File: src/rtl/branch_predictor_pkg.sv
// Shared constants and helpers for the branch predictor.
//   OPCODE_*     : opcode[6:2] encodings of control-transfer instructions
//   BP_CTR_INIT  : counter value after reset (weakly not-taken)
//   BP_CTR_ALLOC : counter value for a freshly allocated branch (weakly taken)
//   ctr_next     : 2-bit saturating counter update
package branch_predictor_pkg;

  localparam logic [4:0] OPCODE_BRANCH = 5'b11000;
  localparam logic [4:0] OPCODE_JALR   = 5'b11001;
  localparam logic [4:0] OPCODE_JAL    = 5'b11011;

  localparam logic [1:0] BP_CTR_INIT   = 2'b01;
  localparam logic [1:0] BP_CTR_ALLOC  = 2'b10;
  localparam logic [1:0] BP_CTR_JAL    = 2'b11;

  function automatic logic [1:0] ctr_next(input logic [1:0] ctr, input logic taken);
    logic [1:0] r;
    r = ctr;
    if (taken) begin
      if (ctr != 2'b11) r = ctr + 2'd1;
    end else begin
      if (ctr != 2'b00) r = ctr - 2'd1;
    end
    return r;
  endfunction

endpackage

File: src/rtl/btb_table.sv
// Direct-mapped BTB storage: 2**IDX_BITS entries of {valid, tag, target, ctr}.
//   clk, rst          : clock, synchronous active-high reset (clears all entries)
//   ra_* / rb_*       : two asynchronous read ports (fetch lookup, execute lookup)
//   we, waddr, wdata  : synchronous write port, wdata = {tag, target, ctr};
//                       a written entry always becomes valid
// Reset wins over a write in the same cycle.
module btb_table
  import branch_predictor_pkg::*;
#(
  parameter int IDX_BITS = 4,
  parameter int TAG_BITS = 8
) (
  input  logic                   clk,
  input  logic                   rst,
  input  logic [IDX_BITS-1:0]    ra_addr,
  output logic                   ra_valid,
  output logic [TAG_BITS-1:0]    ra_tag,
  output logic [31:0]            ra_target,
  output logic [1:0]             ra_ctr,
  input  logic [IDX_BITS-1:0]    rb_addr,
  output logic                   rb_valid,
  output logic [TAG_BITS-1:0]    rb_tag,
  output logic [31:0]            rb_target,
  output logic [1:0]             rb_ctr,
  input  logic                   we,
  input  logic [IDX_BITS-1:0]    waddr,
  input  logic [TAG_BITS+33:0]   wdata
);

  localparam int N = 1 << IDX_BITS;

  logic                valid_q  [N];
  logic [TAG_BITS-1:0] tag_q    [N];
  logic [31:0]         target_q [N];
  logic [1:0]          ctr_q    [N];

  always_ff @(posedge clk) begin
    if (rst) begin
      for (int i = 0; i < N; i++) begin
        valid_q[i]  <= 1'b0;
        tag_q[i]    <= '0;
        target_q[i] <= '0;
        ctr_q[i]    <= BP_CTR_INIT;
      end
    end else if (we) begin
      valid_q[waddr]  <= 1'b1;
      tag_q[waddr]    <= wdata[TAG_BITS+33:34];
      target_q[waddr] <= wdata[33:2];
      ctr_q[waddr]    <= wdata[1:0];
    end
  end

  assign ra_valid  = valid_q[ra_addr];
  assign ra_tag    = tag_q[ra_addr];
  assign ra_target = target_q[ra_addr];
  assign ra_ctr    = ctr_q[ra_addr];

  assign rb_valid  = valid_q[rb_addr];
  assign rb_tag    = tag_q[rb_addr];
  assign rb_target = target_q[rb_addr];
  assign rb_ctr    = ctr_q[rb_addr];

endmodule

File: src/rtl/branch_predictor.sv
// Fetch-stage branch predictor with execute-stage resolution checking.
//   clk, rst                 : clock, synchronous active-high reset
//   f_pc                     : fetch PC, looked up combinationally
//   pred_hit/taken/target    : prediction for f_pc (target 0 on miss)
//   u_valid .. u_pred_target : resolved branch/jump from execute
//   mispredict, redirect_pc  : flush request and correct next PC (combinational)
//   branch_cnt, mispred_cnt  : wrapping performance counters
module branch_predictor
  import branch_predictor_pkg::*;
#(
  parameter int IDX_BITS = 4,
  parameter int TAG_BITS = 8
) (
  input  logic        clk,
  input  logic        rst,
  input  logic [31:0] f_pc,
  output logic        pred_taken,
  output logic [31:0] pred_target,
  output logic        pred_hit,
  input  logic        u_valid,
  input  logic [31:0] u_pc,
  input  logic [4:0]  u_opcode,
  input  logic        u_taken,
  input  logic [31:0] u_target,
  input  logic        u_pred_taken,
  input  logic [31:0] u_pred_target,
  output logic        mispredict,
  output logic [31:0] redirect_pc,
  output logic [31:0] branch_cnt,
  output logic [31:0] mispred_cnt
);

  localparam int TAG_LO = IDX_BITS + 2;
  localparam int TAG_HI = IDX_BITS + TAG_BITS + 1;

  logic [IDX_BITS-1:0] f_idx, u_idx;
  logic [TAG_BITS-1:0] f_tag, u_tag;

  assign f_idx = f_pc[IDX_BITS+1:2];
  assign f_tag = f_pc[TAG_HI:TAG_LO];
  assign u_idx = u_pc[IDX_BITS+1:2];
  assign u_tag = u_pc[TAG_HI:TAG_LO];

  // Bits above the tag and the byte offset never take part in the lookup.
  logic unused_pc_bits;
  assign unused_pc_bits = ^{f_pc[31:TAG_HI+1], f_pc[1:0], u_pc[31:TAG_HI+1], u_pc[1:0]};

  logic                f_valid, u_rvalid;
  logic [TAG_BITS-1:0] f_rtag, u_rtag;
  logic [31:0]         f_rtarget, u_rtarget;
  logic [1:0]          f_rctr, u_rctr;

  logic                we;
  logic [31:0]         wtarget;
  logic [1:0]          wctr;

  btb_table #(
    .IDX_BITS (IDX_BITS),
    .TAG_BITS (TAG_BITS)
  ) u_btb (
    .clk       (clk),
    .rst       (rst),
    .ra_addr   (f_idx),
    .ra_valid  (f_valid),
    .ra_tag    (f_rtag),
    .ra_target (f_rtarget),
    .ra_ctr    (f_rctr),
    .rb_addr   (u_idx),
    .rb_valid  (u_rvalid),
    .rb_tag    (u_rtag),
    .rb_target (u_rtarget),
    .rb_ctr    (u_rctr),
    .we        (we),
    .waddr     (u_idx),
    .wdata     ({u_tag, wtarget, wctr})
  );

  // Fetch-side prediction
  assign pred_hit    = f_valid && (f_rtag == f_tag);
  assign pred_taken  = pred_hit && f_rctr[1];
  assign pred_target = pred_hit ? f_rtarget : 32'd0;

  // Resolution check
  assign mispredict  = u_valid && ((u_taken != u_pred_taken) ||
                                   (u_taken && (u_target != u_pred_target)));
  assign redirect_pc = u_taken ? u_target : (u_pc + 32'd4);

  // Training decision; the table is re-read at u_pc so hit/miss reflects
  // the stored state, not whatever prediction was carried down the pipe.
  logic u_hit;
  assign u_hit = u_rvalid && (u_rtag == u_tag);

  always_comb begin
    we      = 1'b0;
    wtarget = u_rtarget;
    wctr    = u_rctr;
    if (u_valid) begin
      case (u_opcode)
        OPCODE_BRANCH: begin
          if (u_hit) begin
            we   = 1'b1;
            wctr = ctr_next(u_rctr, u_taken);
            if (u_taken) wtarget = u_target;
          end else if (u_taken) begin
            we      = 1'b1;
            wctr    = BP_CTR_ALLOC;
            wtarget = u_target;
          end
        end
        OPCODE_JAL: begin
          we      = 1'b1;
          wctr    = BP_CTR_JAL;
          wtarget = u_target;
        end
        default: we = 1'b0;
      endcase
    end
  end

  // Performance counters
  always_ff @(posedge clk) begin
    if (rst) begin
      branch_cnt  <= 32'd0;
      mispred_cnt <= 32'd0;
    end else if (u_valid) begin
      branch_cnt <= branch_cnt + 32'd1;
      if (mispredict) mispred_cnt <= mispred_cnt + 32'd1;
    end
  end

endmodule
File: config.mk
export PLATFORM = sky130hd
export DESIGN_NAME = branch_predictor
export DESIGN_NICKNAME = d
export VERILOG_FILES = /design/src/rtl/branch_predictor_pkg.sv /design/src/rtl/btb_table.sv /design/src/rtl/branch_predictor.sv
export SDC_FILE = /design/constraint.sdc
export NUM_CORES = 1
export LEC_CHECK = 0
export ABC_AREA = 1
export BUFFER_PORTS_ARGS = -buffer_cell sky130_fd_sc_hd__buf_2
export CELL_PAD_IN_SITES_DETAIL_PLACEMENT = 0
export CELL_PAD_IN_SITES_GLOBAL_PLACEMENT = 1
export CORE_MARGIN = 8
export CORE_UTILIZATION = 51
export DETAILED_ROUTE_END_ITERATION = 6
export GPL_TIMING_DRIVEN = 0
export PLACE_DENSITY_LB_ADDON = 0.1
export SLEW_MARGIN = 20
export SYNTH_ARGS = -nofsm -noshare
export SYNTH_HDL_FRONTEND = slang
export SYNTH_SLANG_ARGS = --single-unit
File: constraint.sdc
create_clock -name clk -period 5.45 [get_ports clk]
set_input_delay 0.2725 -clock clk [delete_from_list [all_inputs] [get_ports clk]]
set_output_delay 0.2725 -clock clk [all_outputs]
set_load 0.005 [all_outputs]
After elaboration in Yosys (flattened, before gate mapping):

Memory sizes are Yosys's and may differ from the RTL's.
Index checks and enable logic that the tools add are counted.

* latch bits: 0
* ROM bits: 0
* register bits: 64
* bits in writable memories: 688
* memories kept: 4

Memories
* u_btb.target_q: words 16, width 32, read ports 1, clocked after Yosys merged registers in 0, write ports 16, RTL line btb_table.sv:34 `logic [31:0] target_q [N];`
* u_btb.tag_q: words 16, width 8, read ports 2, clocked after Yosys merged registers in 0, write ports 16, RTL line btb_table.sv:33 `logic [TAG_BITS-1:0] tag_q [N];`
* u_btb.ctr_q: words 16, width 2, read ports 2, clocked after Yosys merged registers in 0, write ports 16, RTL line btb_table.sv:35 `logic [1:0] ctr_q [N];`
* u_btb.valid_q: words 16, width 1, read ports 2, clocked after Yosys merged registers in 0, write ports 16, RTL line btb_table.sv:32 `logic valid_q [N];`

* equal/unequal tests: 10
* reduce and logical (&&, ||, !) cells: 13
* multiplexer cells: 33
* $lt $le $gt $ge: 0
* $mul: 0
* divide/modulo/power cells: 0
* $add $sub $neg: 5
* bitwise logic cells: 0
* shift-type cells: 0

Operator list (count)
* $mux W32: 5
* $add A32 B1 Y32 const B: 2
* $pmux W32 S2: 1
* $add A32 B3 Y32 const B: 1
* $ne A32 B32 Y1: 1
* $reduce_or A32 Y1: 1
* $eq A8 B8 Y1: 2
* $mux W4: 4
* $mux W2: 7
* $mux W1: 13
* $eq A5 B5 Y1 const B: 2
* $mux W8: 1
* $reduce_or A8 Y1: 1
* $ne A3 B3 Y1 const B: 2
* $logic_and A1 B1 Y1: 5
* $pmux W2 S2: 1
* $reduce_and A4 Y1: 1
* $add A2 B1 Y2 const B: 1
* $ne A2 B2 Y1 const B: 1
* $pmux W1 S2: 1
* $reduce_and A2 Y1: 1
* $reduce_bool A2 Y1: 1
* $reduce_or A2 Y1: 1
* $sub A2 B1 Y2 const B: 1
* other kinds (4): 4

Depth between registers and ports, before layout:

Gate-level depths: netlist of the first run.
An unclocked memory read counts as a cell.

* word-level depth: 12
* depth in mapped cells: 22
* mapped depth without buffers: 18

Modules after synthesis:

Synthesis of the first run repeated with hierarchy kept, for this count alone.

* cells, all modules: 6442
* area total of the unflattened synthesis: 46208.1 µm²

By module, submodules not included
* btb_table: area each 39411.5 µm², seq. area each 20499.7 µm², times used 1, cells each 5221
* branch_predictor: area each 6796.5 µm², seq. area each 1281.2 µm², times used 1, cells each 1221

Least setup slack after synthesis of the first run:

Ideal clock, no wire load.

* path type: in2reg
* start: input u_pc[2]
* end: memory u_btb.target_q[0][0] (enable)
* data required time: 5.061 ns
* slack: 2.194 ns
* stages: 20
* arrival time: 2.866 ns
* cells stage by stage: buf_2 -> buf_6 -> buf_4 -> a21oi_1 -> o21ai_1 -> nand2_1 -> nand2_1 -> nand2_1 -> nor2_1 -> nand2_1 -> nand2_1 -> nor2_2 -> nand3_1 -> nand3_2 -> nand2_2 -> nor2_4 -> buf_8 -> nand2_4 -> buf_6 -> nand2_1

RTL lines
* start: declaration: RTL line branch_predictor.sv:21 `input logic [31:0] u_pc,`
* end: declaration: RTL line btb_table.sv:34

Worst setup path after layout of the first run:

* start: input f_pc[4]
* end: output pred_target[3]

* word-level cells in the longest chain between the ends: 4
* elaborated cells on any way between the ends: 6

RTL lines
* start: declaration: RTL line branch_predictor.sv:16 `input logic [31:0] f_pc,`
* $mem_v2 Z16 W8
* $eq A8 B8 Y1: RTL line branch_predictor.sv:79 `assign pred_hit = f_valid && (f_rtag == f_tag);`
* $logic_and A1 B1 Y1: RTL line branch_predictor.sv:79
* $mux W32 (*): RTL line branch_predictor.sv:81 `assign pred_target = pred_hit ? f_rtarget : 32'd0;`
* end: declaration: RTL line branch_predictor.sv:18 `output logic [31:0] pred_target,`

Every way passes the cells marked *; elsewhere a longest branch is shown, timed or not.

==> results.toml, run 1 <==
[clock_tree]
ctsLongestPathBuffers = 3
cts_inserted_buffers = 82
htree_levels = 3
tritoncts = "done"
postCtsHoldBufs = 0
cts-root-buf = "clkbuf_16"
cts_resized = 0
clk_pin_slew_worst_paths_ps = 60
clock_sinks = 752
clk_latency_ps = 640
postCtsSetupRepairBufs = 0

[place]
place_hpwl_um = 111000
portBuffers = 245
dpl_worst_slack_ps = 706
post_dp_cell_area_um2 = 40800
dpl.cell_count = 5399
globalplace.congestion = 1.02

[critical_path]
r2r_end = "u_btb.target_q[2][28]"
cp_top_family = "buffers and inverters"
crit_top_cell = "clkbuf_1"
crit_buf_inv = 6
cpPeakStageDelay_ps = 940
critPathLaunchType = "primary input"
crit_path_max_fanout = 10
critPathKind = "primary input to primary output"
reg2regPathDepth = 16
cp_slowest_cell = "nor2_1"
cp.arrival_ps = 4580
crit_chain = "buf_2 > inv_1 > clkbuf_1 > clkbuf_1 > o22ai_1 > o22ai_1 > o21ai_0 > nor2_1 > nand3_1 > nor2_1 > clkbuf_1 > and3_1 > buf_2"
cp_data_required_time_ps = 5180
end_kind = "primary output"
r2r_start = "u_btb.tag_q[2][6]"
r2r_slack_ps = 1250

[run]
cap_violations = 0

[synthesis]
syn_avg_cell_area_um2 = 9.11
synthFlopType = "edfxtp_1"
syn_area_um2 = 38000
yosysTopAreaCellShare_pct = 53.1
async_flop_share_pct = 0
synth.area.top_cells = "edfxtp_1, nor2_1, nand2_1"
synth_nets = 4313
yosys_warnings = 0
netlist_instances = 4169
synth_area_leader_cell = "edfxtp_1"
ys_ff_latch = 752
synth_cell_types = 45
synth-edff-count = 672
ys_seq_area_share_pct = 57.4

[final_layout]
fill_cells = 6714
finalInstanceArea_um2 = 43500
synthToLayoutAreaGrowth_pct = 14.5
multi_input_area_um2 = 13300
final_cells = 5548
utilization_pct = 58.7
drive_above_1_share_pct = 12.2
regArea_um2 = 21800
finalNetCount = 4658

[power_and_ir_drop]
p_leak_nw = 18.0
irDropWorstVdd_v = 0.000277
swShare_pct = 26.3
p_total_mw = 13.7
internal_power_mw = 10.1
combPwrFrac_pct = 10.8
sequentialPowerShare_pct = 48.3
clockPowerShare_pct = 41.0
power.net_switching_mw = 3.59
power_density_nw_per_um2 = 314

[grt]
antenna_found_initial = 6
grtUsageTotal_pct = 35.5
grt_pass1_wl_um = 214000
grt_start_max_net_pins = 28
grt.overflow.total = 0
first_global_vias = 31000

[floorplan]
pin_count = 269
core_area_um2 = 74100
start_util_pct = 51.3
die_x_um = 289
die_y_um = 289
num_rows = 100
dieArea_um2 = 83400

[sta]
rsz0062_at_grt = "no"
fin_ws_ps = 594
maxSlewHeadroom_pct = 17.8
setup_viol = 0
timing.fmax_mhz = 206
clock_skew_ps = 32.7
final_hold_viol_count = 0
tns_ps = 0
slew_viol_final = 0
worst_pin_slew_ps = 1230
fin_crit_sh_pct = 89.1
min_period_ps = 4860
whs_ps = 80.1

[status]
outcome = "finished, final reports clean"

[min_path]
whs_path_depth = 3
hp-class = "primary input to register"
whs_endpoint = "branch_cnt[12]"
min_from = "u_valid"

[routing]
drt.antenna.violating_nets = 0
viasPerCell = 5.98
drtIter0Drc = 4997
drt-total-wl_um = 151000
drc = 0
wl_per_cell_um = 27.3
drt_pass1_iterations = 6
vias = 33200
-- power groups by stage --
stage / Combinational, mW / Clock [mW] / Sequential (mW)
after floorplan: 0.747 / 0 / 6.69
after global placement: 1.37 / 0 / 6.71
after detailed placement: 1.41 / 0 / 6.71
after CTS: 1.42 / 5.56 / 6.59
after global routing: 1.54 / 5.76 / 6.61
final: 1.47 / 5.59 / 6.59
-- worst register-to-register path, stage by stage, from the launching register on --
cell,delay (ps)
edfxtp_1,420
o211ai_1,200
nand2_1,110
nand2_1,70
nand2_1,60
nor2_1,530
nand2_1,100
nand2_1,100
nor2_2,50
nand3_1,120
nand3_2,80
nand2_2,130
nor2_4,80
nand2_1,570
clkbuf_1,570
nand2_2,460
buf_16,310
-- logic make-up after synthesis --
logic type,Yosys count,share of synthesized area (%)
adder cells (fa/ha/maj),6,0.198
XOR/XNOR,64,1.48
buffers and inverters,682,7.75
flip-flops,752,57.4
AO/OA/AOI/OAI,693,9.78
AND/OR/NAND/NOR,1843,19.9
multiplexers,129,3.51
-- final cells by class --
type | instances | share of cell area, %
Antenna cell | 2 | 0.0115
Buffer | 297 | 3.45
Clock buffer | 96 | 4.98
Clock inverter | 51 | 1.07
Inverter | 385 | 3.32
Multi-Input combinational cell | 2735 | 30.6
Sequential cell | 752 | 50.1
Tap cell | 969 | 2.79
Timing Repair Buffer | 261 | 3.70
-- cells in the mapped netlist (3+ instances only) --
cell      number
a21oi_1      273
a221oi_1       3
and3_1        36
buf_1         20
buf_2         64
buf_4          6
buf_6         36
clkbuf_1     170
clkinv_1      35
dfxtp_1       80
edfxtp_1     672
ha_1           6
inv_1        346
inv_2          4
mux2_2        33
mux2i_1       96
nand2_1      649
nand2_4       10
nand3_1      238
nand4_1       22
nor2_1       826
nor2_2         4
nor3_1        33
nor3b_1        3
nor4_1        15
o211ai_1      64
o21a_1         5
o21ai_0      306
o21ai_1       13
o221ai_1       4
o22ai_1       18
xnor2_1       10
xor2_1        54
-- layout by cell type, fill, tap and decap left out, drive strengths merged --
| master | netlist | layout |
|---|---|---|
| o221ai | 4 | 4 |
| and3 | 36 | 36 |
| bufinv | 0 | 7 |
| nor4 | 15 | 15 |
| nor2 | 831 | 831 |
| nor3 | 33 | 33 |
| a211oi | 1 | 1 |
| o21ai | 319 | 319 |
| o2111ai | 2 | 2 |
| edfxtp | 672 | 672 |
| inv | 350 | 353 |
| o311ai | 2 | 2 |
| nand3b | 1 | 1 |
| a221oi | 3 | 3 |
| o211ai | 64 | 64 |
| diode | 0 | 2 |
| mux2 | 33 | 33 |
| a22o | 1 | 1 |
| clkinv | 35 | 74 |
| nor3b | 3 | 3 |
| o22ai | 18 | 18 |
| dfxtp | 80 | 80 |
| xnor2 | 10 | 10 |
| a31oi | 1 | 1 |
| mux2i | 96 | 96 |
| buf | 127 | 388 |
| clkbuf | 170 | 266 |
| nand3 | 239 | 239 |
| or2 | 1 | 1 |
| a21oi | 273 | 273 |
| and2 | 1 | 1 |
| xor2 | 54 | 54 |
| ha | 6 | 6 |
| nand4 | 22 | 22 |
| nand2 | 661 | 661 |
| o21a | 5 | 5 |
| clkinvlp | 0 | 2 |
-- metal layers --
layer | vias to the layer above | routed length [µm] | track usage, %
met5 | - | 27 | 0
met4 | 4 | 6140 | 13.6
met3 | 358 | 19600 | 9.27
met2 | 2153 | 65300 | 53.0
met1 | 16000 | 60300 | 49.7
li1 | 14700 | - | -
-- worst max-delay path by stage --
stage / startpoint / to / slack (ps) / cells past startpoint
after floorplan: u_pc[2] / u_btb.target_q[0][0] / 2190 / 20
after global placement: u_pc[3] / u_btb.target_q[2][27] / -20 / 18
after detailed placement: u_pc[3] / u_btb.target_q[2][27] / 710 / 20
after CTS: f_pc[4] / pred_target[3] / 830 / 13
after global routing: f_pc[3] / pred_target[3] / 610 / 13
final: f_pc[4] / pred_target[3] / 590 / 13
-- registers in the layout, indices dropped and copies added, names as in the netlist --
| register | flops |
|---|---|
| u_btb.target_q | 512 |
| u_btb.valid_q | 16 |
| u_btb.tag_q | 128 |
| branch_cnt | 32 |
| mispred_cnt | 32 |
| u_btb.ctr_q | 32 |
(Power assumes the default switching activity.)
==> inputs of run 2 (changes only) <==
--- a/config.mk
+++ b/config.mk
@@ -6,7 +6,8 @@
 export NUM_CORES = 1
 export LEC_CHECK = 0
 export ABC_AREA = 1
-export BUFFER_PORTS_ARGS = -buffer_cell sky130_fd_sc_hd__buf_2
+export ABC_CLOCK_PERIOD_IN_PS = 5450
+export BUFFER_PORTS_ARGS = -buffer_cell sky130_fd_sc_hd__buf_4
 export CELL_PAD_IN_SITES_DETAIL_PLACEMENT = 0
 export CELL_PAD_IN_SITES_GLOBAL_PLACEMENT = 1
 export CORE_MARGIN = 8
==> results.toml, run 2 (synthesis gave the netlist of run 1 again) <==
[critical_path]
r2r_end = "u_btb.target_q[2][24]"
crit_top_cell = "clkbuf_1"
startpoint = "f_pc[4]"
crit_path_max_fanout = 10
cpPeakStageDelay_ps = 960
critPathKind = "primary input to primary output"
cp_slowest_cell = "nor2_1"
reg2regPathDepth = 18
r2r_start = "u_btb.tag_q[1][6]"
crit_chain = "buf_4 > inv_1 > clkbuf_1 > clkbuf_1 > o22ai_1 > o22ai_1 > o21ai_0 > nor2_1 > nand3_1 > nor2_1 > clkbuf_1 > and3_1 > buf_4"
cp_data_required_time_ps = 5180
critPathLaunchType = "primary input"
critPathCapture = "pred_target[4]"
r2r_slack_ps = 1240
end_kind = "primary output"
cp.arrival_ps = 4550

[sta]
timing.fmax_mhz = 207
maxSlewHeadroom_pct = 18.0
rsz0062_at_grt = "no"
slew_viol_final = 0
setup_viol = 0
clock_skew_ps = 34.1
final_hold_viol_count = 0
worst_pin_slew_ps = 1230
fin_ws_ps = 625
fin_crit_sh_pct = 88.5
tns_ps = 0
min_period_ps = 4830

[floorplan]
core_area_um2 = 74100
die_y_um = 289
die_x_um = 289
dieArea_um2 = 83400
pin_count = 269
num_rows = 100
start_util_pct = 51.3

[clock_tree]
cts-root-buf = "clkbuf_16"
postCtsHoldBufs = 0
tritoncts = "done"
clock_sinks = 752
clk_pin_slew_worst_paths_ps = 50
cts_inserted_buffers = 83
clk_latency_ps = 650
htree_levels = 3
ctsLongestPathBuffers = 3
cts_resized = 0
postCtsSetupRepairBufs = 0

[final_layout]
regMostFlops = "u_btb.target_q"
regArea_um2 = 21800
largest_register_ffs = 512
utilization_pct = 59.7
finalNetCount = 4659
multi_input_area_um2 = 13300
final_cell_mix = "nor2_1, edfxtp_1, nand2_1"
drive_above_1_share_pct = 12.2
mostFrequentLayoutCell = "nor2_1"
synthToLayoutAreaGrowth_pct = 16.6
fill_cells = 6685
largest_registers = "u_btb.target_q x512, u_btb.tag_q x128"

[place]
globalplace.congestion = 1.02
place_hpwl_um = 112000
portBuffers = 245
dpl_worst_slack_ps = 690

[run]
cap_violations = 0

[routing]
wl_per_cell_um = 27.4
drt_pass1_iterations = 6
drc = 0
vias = 33300
drt.antenna.violating_nets = 0
drt-total-wl_um = 152000
viasPerCell = 5.99
drtIter0Drc = 4767

[grt]
antenna_found_initial = 11
grt.overflow.total = 0
first_global_vias = 31100
grtUsageTotal_pct = 35.7
grt_start_max_net_pins = 26
grt_pass1_wl_um = 215000

[status]
outcome = "finished, final reports clean"

[min_path]
hp-class = "primary input to register"

[power_and_ir_drop]
power_density_nw_per_um2 = 313
irDropWorstVdd_v = 0.000235
p_leak_nw = 18.1
run 2: worst min-delay path by stage:
stage,end,start,slack [ps],depth (start not counted)
2_1_floorplan,u_btb.valid_q[0],u_btb.valid_q[0],440,2
3_3_place_gp,u_btb.valid_q[0],u_btb.valid_q[0],460,2
3_5_place_dp,u_btb.valid_q[4],u_btb.valid_q[4],460,2
4_1_cts,branch_cnt[1],u_valid,60,4
5_1_grt,branch_cnt[12],u_valid,90,3
6_report,u_btb.tag_q[15][0],u_pc[6],70,3
run 2: critical path, delay by kind of cell:
kind            cells  cell delay [ps]
simple gates        4             1570
buf+inv             6             1920
compound gates      3              770
run 2: power by group:
part	internal, mW	switching, mW	total (mW)
registers	6.51	0.0787	6.59
logic	0.412	1.10	1.52
clock network	3.33	2.42	5.75
total	10.3	3.61	13.9
run 2: final cells by class:
cell class	instances	area share, %
Sequential cell	752	49.2
Multi-Input combinational cell	2735	30.0
Clock buffer	109	5.12
Timing Repair Buffer	261	5.08
Buffer	297	3.39
Inverter	385	3.27
Tap cell	969	2.74
Clock inverter	39	1.11
Antenna cell	9	0.0509
run 2: through the flow:
stage          area, µm²  cells  hold WS [ps]  power [mW]
2_1_floorplan      38000   4169           441        7.43
3_3_place_gp       41000   5383           456        8.12
3_5_place_dp       41500   5399           461        8.17
4_1_cts            44200   5547          58.0        13.8
5_1_grt            44200   5551          92.6        14.2
6_report           44300   5556          65.5        13.9
run 2: layer usage:
layer	share of wire [%]	GRT usage, %	wire length [µm]
met5	0.027	0	41
met4	3.8	13.5	5830
met3	13	9.99	19700
met2	44	54.2	66800
met1	39	48.8	59700
